--- config.mk ---
export PLATFORM = sky130hd
export DESIGN_NAME = axa_fetch_decode
export DESIGN_NICKNAME = d
export VERILOG_FILES = /design/src/rtl/axa_fetch_decode.sv
export SDC_FILE = /design/constraint.sdc
export NUM_CORES = 1
export LEC_CHECK = 0
export CORE_ASPECT_RATIO = 1.2
export CORE_MARGIN = 2
export CORE_UTILIZATION = 45
export DETAILED_ROUTE_END_ITERATION = 6
export PLACE_DENSITY = 0.68
export SYNTH_ARGS = -nofsm -noshare
export SYNTH_HDL_FRONTEND = slang
export SYNTH_SLANG_ARGS = --single-unit
--- constraint.sdc ---
create_clock -name clk -period 8.8 [get_ports clk]
set_clock_uncertainty 0.15 [all_clocks]
set_input_delay 0.88 -clock clk [delete_from_list [all_inputs] [get_ports clk]]
set_output_delay 0.88 -clock clk [all_outputs]
set_load 0.02 [all_outputs]
--- src/rtl/axa_fetch_decode.sv ---
// axa_fetch_decode: front end of the AXA core.
// Owns the PC and issues reads to a synchronous instruction memory with
// one cycle of latency. Each returned 16-bit word is decoded into virtual
// opcode, register fields and sign-extended immediate. The result is pushed
// into a small FIFO that drains downstream through a valid/ready handshake.
// A redirect from branch resolution flushes the FIFO, drops any response
// still in flight and restarts fetch at the new address.
module axa_fetch_decode #(
    parameter int          DEPTH    = 2,
    parameter logic [15:0] RESET_PC = 16'h0000
) (
    input  logic        clk,
    input  logic        reset,
    output logic        imem_req,
    output logic [15:0] imem_addr,
    input  logic [15:0] imem_data,
    output logic        out_valid,
    input  logic        out_ready,
    output logic [6:0]  out_vop,
    output logic [3:0]  out_dest,
    output logic [3:0]  out_src,
    output logic [1:0]  out_type,
    output logic [15:0] out_imm,
    output logic [15:0] out_pc,
    output logic        out_bad,
    input  logic        redirect,
    input  logic [15:0] redirect_pc,
    output logic        stopped
);

    localparam int PW  = (DEPTH > 1) ? $clog2(DEPTH) : 1;
    localparam int CW  = PW + 1;
    localparam int CW1 = CW + 1;

    // One decoded instruction as held in the FIFO.
    typedef struct packed {
        logic [6:0]  vop;
        logic [3:0]  dest;
        logic [3:0]  src;
        logic [1:0]  srcType;
        logic [15:0] imm;
        logic [15:0] pc;
        logic        bad;
    } entry_t;

    // Fetch-side state.
    logic [15:0]   r_pc;
    logic [15:0]   r_reqAddr;
    logic          r_inflight;
    logic          r_discard;
    logic          r_stopped;

    // Decoded-instruction FIFO.
    entry_t        r_fifo [DEPTH];
    logic [PW-1:0] r_rdPtr;
    logic [PW-1:0] r_wrPtr;
    logic [CW-1:0] r_count;

    // Combinational helpers.
    entry_t         w_dec;
    entry_t         w_head;
    logic           w_stopCause;
    logic           w_outValid;
    logic           w_pop;
    logic           w_enq;
    logic           w_issue;
    logic [CW1-1:0] w_pending;

    // True for every virtual opcode the execute stage knows how to run.
    function automatic logic isLegal(input logic [6:0] v);
        isLegal = ((v >= 7'h40) && (v <= 7'h43)) ||
                  ((v >= 7'h60) && (v <= 7'h6B)) ||
                  ((v >= 7'h70) && (v <= 7'h74)) ||
                  (v == 7'h7F);
    endfunction

    // Decode the word returned by memory; short ops carry an 8-bit split
    // immediate, long ops carry a source type and a 4-bit immediate.
    always_comb begin
        w_dec      = '0;
        w_dec.dest = imem_data[7:4];
        w_dec.src  = imem_data[3:0];
        w_dec.pc   = r_reqAddr;
        if (!imem_data[15]) begin
            w_dec.vop     = {3'b100, imem_data[15:12]};
            w_dec.srcType = 2'b00;
            w_dec.imm     = {{8{imem_data[11]}}, imem_data[11:8], imem_data[3:0]};
        end else begin
            w_dec.vop     = {1'b1, imem_data[15:10]};
            w_dec.srcType = imem_data[9:8];
            w_dec.imm     = {{12{imem_data[3]}}, imem_data[3:0]};
        end
        w_dec.bad   = !isLegal(w_dec.vop);
        w_stopCause = (w_dec.vop == 7'h71) || (w_dec.vop == 7'h7F) || w_dec.bad ||
                      (imem_data[15] && (w_dec.srcType == 2'b11));
    end

    // Handshake, enqueue and issue decisions; a redirect overrides them all.
    always_comb begin
        w_outValid = (r_count != '0);
        w_pop      = w_outValid && out_ready && !redirect;
        w_enq      = r_inflight && !r_discard && !r_stopped && !redirect;
        w_pending  = CW1'(r_count) - CW1'(w_pop) + CW1'(r_inflight);
        w_issue    = !reset && !r_stopped && !redirect && (w_pending < CW1'(DEPTH));
    end

    // PC, outstanding-request tracking, discard and stop flags.
    always_ff @(posedge clk or posedge reset) begin
        if (reset) begin
            r_pc       <= RESET_PC;
            r_reqAddr  <= RESET_PC;
            r_inflight <= 1'b0;
            r_discard  <= 1'b0;
            r_stopped  <= 1'b0;
        end else begin
            r_inflight <= w_issue;
            r_discard  <= redirect && r_inflight;
            if (w_issue) begin
                r_reqAddr <= r_pc;
            end
            if (redirect) begin
                r_pc      <= redirect_pc;
                r_stopped <= 1'b0;
            end else begin
                if (w_issue) begin
                    r_pc <= r_pc + 16'd1;
                end
                if (w_enq && w_stopCause) begin
                    r_stopped <= 1'b1;
                end
            end
        end
    end

    // FIFO pointers and occupancy; a redirect empties the queue outright.
    always_ff @(posedge clk or posedge reset) begin
        if (reset) begin
            r_rdPtr <= '0;
            r_wrPtr <= '0;
            r_count <= '0;
        end else if (redirect) begin
            r_rdPtr <= '0;
            r_wrPtr <= '0;
            r_count <= '0;
        end else begin
            if (w_enq) begin
                r_wrPtr <= r_wrPtr + PW'(1);
            end
            if (w_pop) begin
                r_rdPtr <= r_rdPtr + PW'(1);
            end
            r_count <= r_count + CW'(w_enq) - CW'(w_pop);
        end
    end

    // FIFO storage; contents only matter while counted as occupied.
    always_ff @(posedge clk) begin
        if (w_enq) begin
            r_fifo[r_wrPtr] <= w_dec;
        end
    end

    assign w_head    = r_fifo[r_rdPtr];
    assign out_valid = w_outValid;
    assign out_vop   = w_outValid ? w_head.vop     : '0;
    assign out_dest  = w_outValid ? w_head.dest    : '0;
    assign out_src   = w_outValid ? w_head.src     : '0;
    assign out_type  = w_outValid ? w_head.srcType : '0;
    assign out_imm   = w_outValid ? w_head.imm     : '0;
    assign out_pc    = w_outValid ? w_head.pc      : '0;
    assign out_bad   = w_outValid ? w_head.bad     : 1'b0;
    assign imem_req  = w_issue;
    assign imem_addr = r_pc;
    assign stopped   = r_stopped;

endmodule

==> qor.csv, run 1 <==
metric;value;unit
synth_top_cell_by_area;edfxtp_1;
path_max_fanout;34;
final_util;60.1;%
grt_pass1_vias;3405;
synth_most_common_cell;edfxtp_1;
clk_pin_slew;50;ps
synthArstFlopShare;34.5;%
viasPerCell;5.24;
final_layout_size_suffix_gt1_share;8.03;%
htreeDepth;4;
synthCells;414;
synth_edf_count;74;
syn_to_final_growth;31.1;%
clockBufferDepth;2;
antenna_found_initial;0;
yosysTopAreaCellShare;44.3;%
grt_max_degree;39;
yosysSeqAreaShare;63.8;%
post_drt_wl_per_cell;15.2;um
rows;42;
drt-initial-drc-count;147;
cts-resized-gates;0;
hpwl;6670;um
tightest_slew;1080;ps
worstSetupPathType;in -> out;
hold_class;reg -> reg;
power_leakage;2.45;nW
place_congestion;0.815;
rsz0062_at_grt;false;
synth_area_leaders;edfxtp_1 44%, dfrtp_1 19%, mux2i_1 7.4%, nand2_1 4.6%, nor2_1 3.4%;
hold_buffers;0;
ir_drop;0.152;mV
power;0.00168;W
final-setup-viol-count;0;
tritoncts;done;
drc;0;
finalCriticalPeriod;5460;ps
initial_core_util;45.8;%
cts_buffers;17;
fin_setup_tns;0;ps
clkLatencyLatePin;400;ps
fill_cells;889;
layout_worst_path_cycle_share;62.0;%
cts_sinks;113;
critPathLaunchType;input pin;
synth.top_cells.by_count;74 x edfxtp_1, 62 x nand2_1, 45 x nor2_1, 39 x dfrtp_1, 37 x mux2i_1;
ys_types;50;
vias;3429;
cap_violations;0;
cts-root-buf;clkbuf_16;
max_freq;183;MHz
ys_warn_count;0;
grt-ovfl-total;0;
crit_arrival;4430;ps
netlist_area;0.00501;mm^2
status;complete, no violations;
post-cts-setup-buffers;0;
finalWirelength;9960;um
ios;105;
cp-end-kind;output pin;
synth.avg_cell_area;12.1;um^2
ant_nets;0;
die_h;120;um
grt_pass1_wl;16500;um
max_slew_margin;27.6;%
hold_viol;0;
grt_util_all_layers;17.8;%
firstDrtPassIters;4;
maxSlewViolCount;0;
power_density;255;mW/mm^2
dieArea;0.0120;mm^2
final_nets;551;
diodes;0;
io_buffers;104;
ys_ff_latch;113;
required;7770;ps
die_w;100;um
synth_nets;455;
ys_dominant_reg_cell;edfxtp_1;
core_area;0.0109;mm^2
==> layer usage <==
layer	GRT usage, %	routed length (um)	vias to the layer above
li1	-	-	1657
met1	22.7	4450	1666
met2	28.9	4960	101
met3	5.18	486	5
met4	6.59	66	0
met5	0	0	-
==> sequential cells by signal, summed over array words and instances, names as in the netlist <==
| name | count |
|---|---|
| r_fifo | 74 |
| imem_addr | 16 |
| r_reqAddr | 16 |
| r_count | 2 |
| r_discard | 1 |
| r_inflight | 1 |
| r_rdPtr | 1 |
| r_wrPtr | 1 |
| stopped | 1 |
==> area by class of cell <==
cell class	instances	area (um^2)	share of cell area, %
repair buffers	108	1070	16.3
clock buffers	22	454	6.91
well taps	132	165	2.51
inverters	17	63.8	0.971
multi-input cells	253	1570	23.9
clock inverters	10	46.3	0.704
flip-flops and latches	113	3200	48.7
==> through the flow <==
step | area, um^2 | std cells | hold WS (ps) | setup WS (ps)
final | 6570 | 655 | 327 | 3340
after detailed placement | 6070 | 623 | 318 | 3320
after global routing | 6570 | 655 | 342 | 3090
after floorplan | 5010 | 414 | 292 | 4920
after CTS | 6570 | 655 | 327 | 3320
after global placement | 6070 | 623 | 303 | 3390
==> final timing paths <==
check	start	to	slack (ps)	cells after the start
max	redirect	imem_req	3340	10
min	r_reqAddr[11]	r_fifo[1][12]	330	0
max reg2reg	r_count[1]	imem_addr[8]	4910	13
min reg2reg	r_reqAddr[11]	r_fifo[1][12]	330	0
max in group asynchronous	reset	r_reqAddr[8]	7080	3
min in group asynchronous	reset	r_wrPtr	700	2
==> kinds of logic after synthesis <==
group,after synthesis,share of synthesized area (%)
DFF,113,63.8
muxes,40,8.06
and+or+nand+nor,158,14.6
adders and majority gates,5,1.40
AOI/OAI and AO/OA,44,5.89
xor gates and xnor gates,6,1.05
buffers and inverters,48,5.17
==> worst max-delay path, stage by stage <==
cell and delay (ps):
clkdlybuf4s50_1 450, buf_4 290, nor2_1 120, ha_1 280, nor2b_1 130, fa_1 480
nor4_4 210, nand2_2 400, inv_2 480, clkdlybuf4s50_1 690
==> report_power, final <==
part           total (W)  leakage, nW  switching [W]  internal, W
clock network   0.000568        0.253       0.000210     0.000358
logic           0.000383         1.03       0.000211     0.000172
registers       0.000725         1.16      0.0000635     0.000661
==> layout by cell type (no fill, tap or decap), drive strengths merged, types with 2 or more instances in the layout <==
| cell type | instances |
|---|---|
| nor4 | 3 |
| nor3 | 2 |
| mux2 | 3 |
| clkinv | 10 |
| and3 | 2 |
| clkdlybuf4s50 | 104 |
| a21oi | 8 |
| and4 | 2 |
| nor2b | 3 |
| nand3 | 15 |
| o21ai | 13 |
| nor2 | 45 |
| nand2 | 63 |
| nand2b | 2 |
| or3 | 5 |
| edfxtp | 74 |
| and2 | 7 |
| nand4 | 3 |
| clkbuf | 22 |
| buf | 4 |
| a221o | 3 |
| xnor2 | 3 |
| o21bai | 2 |
| inv | 17 |
| dfrtp | 39 |
| or4 | 4 |
| o311ai | 5 |
| o211ai | 5 |
| mux2i | 37 |
| ha | 4 |
| xor2 | 3 |
Note: power is estimated with default switching activity, not from simulation.
==> run 2: changes to the inputs <==
==> constraint.sdc (replaced) <==
create_clock -name clk -period 5.3 [get_ports clk]
set_clock_uncertainty 0.15 [all_clocks]
set_input_delay 0.53 -clock clk [delete_from_list [all_inputs] [get_ports clk]]
set_output_delay 0.53 -clock clk [all_outputs]
set_load 0.02 [all_outputs]
==> qor.csv, run 2 (synthesized netlist as in run 1, its figures left out) <==
metric;value;unit
cts_sinks;113;
power_leakage;2.47;nW
layout_worst_path_cycle_share;79.6;%
hold_buffers;0;
clk_pin_slew;50;ps
finalWorstSetupSlack;1080;ps
hold_class;reg -> reg;
required;4620;ps
ios;105;
crit_arrival;3540;ps
grt_pass1_wl;16800;um
core_area;0.0109;mm^2
drc;0;
tritoncts;done;
path_max_fanout;24;
final-setup-viol-count;0;
grt-ovfl-total;0;
drt-initial-drc-count;187;
antenna_found_initial;0;
ant_nets;0;
die_h;120;um
cts-resized-gates;0;
max_freq;237;MHz
clkLatencyLatePin;400;ps
cts-root-buf;clkbuf_16;
cap_violations;0;
final_design_area_no_fill;0.00666;mm^2
rows;42;
critPathSlowestCell;clkdlybuf4s50_1;
syn_to_final_growth;32.9;%
layout_commonest_cell;clkdlybuf4s50_1;
path_cells;nor2_2 > inv_1 > nand2_1 > nor2_1 > ha_1 > nor2b_1 > fa_1 > nor4_4 > nand2_2 > inv_2 > clkdlybuf4s50_1;
place_congestion;0.807;
hpwl;6740;um
tightest_slew;1090;ps
vias;3469;
maxSlewViolCount;0;
place_ws;1150;ps
place_area;0.00608;mm^2
die_w;100;um
final_cell_mix;104 x clkdlybuf4s50_1, 74 x edfxtp_1, 62 x nand2_1;
rrSetupSlack;2120;ps
cp-end-kind;output pin;
clockBufferDepth;2;
final_nets;552;
grt_max_degree;38;
worstSetupPathType;reg -> out;
multi_input_area;0.00157;mm^2
rsz0062_at_grt;false;
fin_cells;656;
status;complete, no violations;
hold_viol;0;
slowest_delay;690;ps
viasPerCell;5.29;
ff_latch_area;0.00320;mm^2
firstDrtPassIters;4;
post_drt_wl_per_cell;15.5;um
cts_buffers;17;
htreeDepth;4;
regMostFlops;r_fifo;
largest_reg_flops;74;
fill_cells;872;
grt_pass1_vias;3470;
initial_core_util;45.8;%
finalWirelength;10200;um
fin_setup_tns;0;ps
finalCriticalPeriod;4220;ps
grt_util_all_layers;18.0;%
max_slew_margin;27.2;%
io_buffers;104;
diodes;0;
ir_drop;0.332;mV
critPathLaunchType;register;
dieArea;0.0120;mm^2
dpl.cell_count;624;
power_density;439;mW/mm^2
post-cts-setup-buffers;0;
final_layout_size_suffix_gt1_share;9.35;%
-- run 2: layout make-up --
| type | count | share of cell area, % |
|---|---|---|
| inverter | 17 | 0.958 |
| clock inverter | 14 | 2.12 |
| multi-input combinational | 253 | 23.6 |
| clock buffer | 18 | 6.60 |
| tap | 132 | 2.48 |
| sequential | 113 | 48.0 |
| timing repair buffer | 109 | 16.2 |
-- run 2: worst max-delay path, delay by kind of cell (launching register included) --
kind,cells,cell delay (ps)
DFF,1,460
and+or+nand+nor,6,790
adders and majority gates,2,780
buffers and inverters,3,1100
-- run 2: power by group --
group | switching [W] | leakage, nW | internal (W)
clock | 0.000381 | 0.267 | 0.000699
sequential | 0.000107 | 1.16 | 0.00110
combinational | 0.000352 | 1.04 | 0.000288
total | 0.000839 | 2.47 | 0.00208
-- run 2: per-layer routing --
metal	up-vias	wire [um]	share of wire, %	track usage [%]
li1	1653	-	-	-
met1	1714	4520	44	21.9
met2	91	5100	50	30.8
met3	11	426	4.2	4.89
met4	0	116	1.1	5.99
met5	-	0	0	0
-- run 2: worst paths after layout --
| path | from | to | cells past startpoint |
|---|---|---|---|
| setup / recovery | r_count[1] | imem_req | 11 |
| hold / removal | r_reqAddr[6] | r_fifo[1][7] | 0 |
| setup reg to reg | r_count[1] | imem_addr[13] | 12 |
| hold reg to reg | r_reqAddr[6] | r_fifo[1][7] | 0 |
| max in group asynchronous | reset | r_rdPtr | 3 |
| min in group asynchronous | reset | r_discard | 2 |
-- run 2: stage by stage --
stage / hold WS, ps / power [W] / util, %
floorplan: 292 / 0.00159 / -
global placement: 302 / 0.00185 / 55.6
detailed placement: 303 / 0.00186 / 55.6
CTS: 324 / 0.00295 / 60.9
global route: 335 / 0.00306 / 60.9
finish: 323 / 0.00292 / 60.9
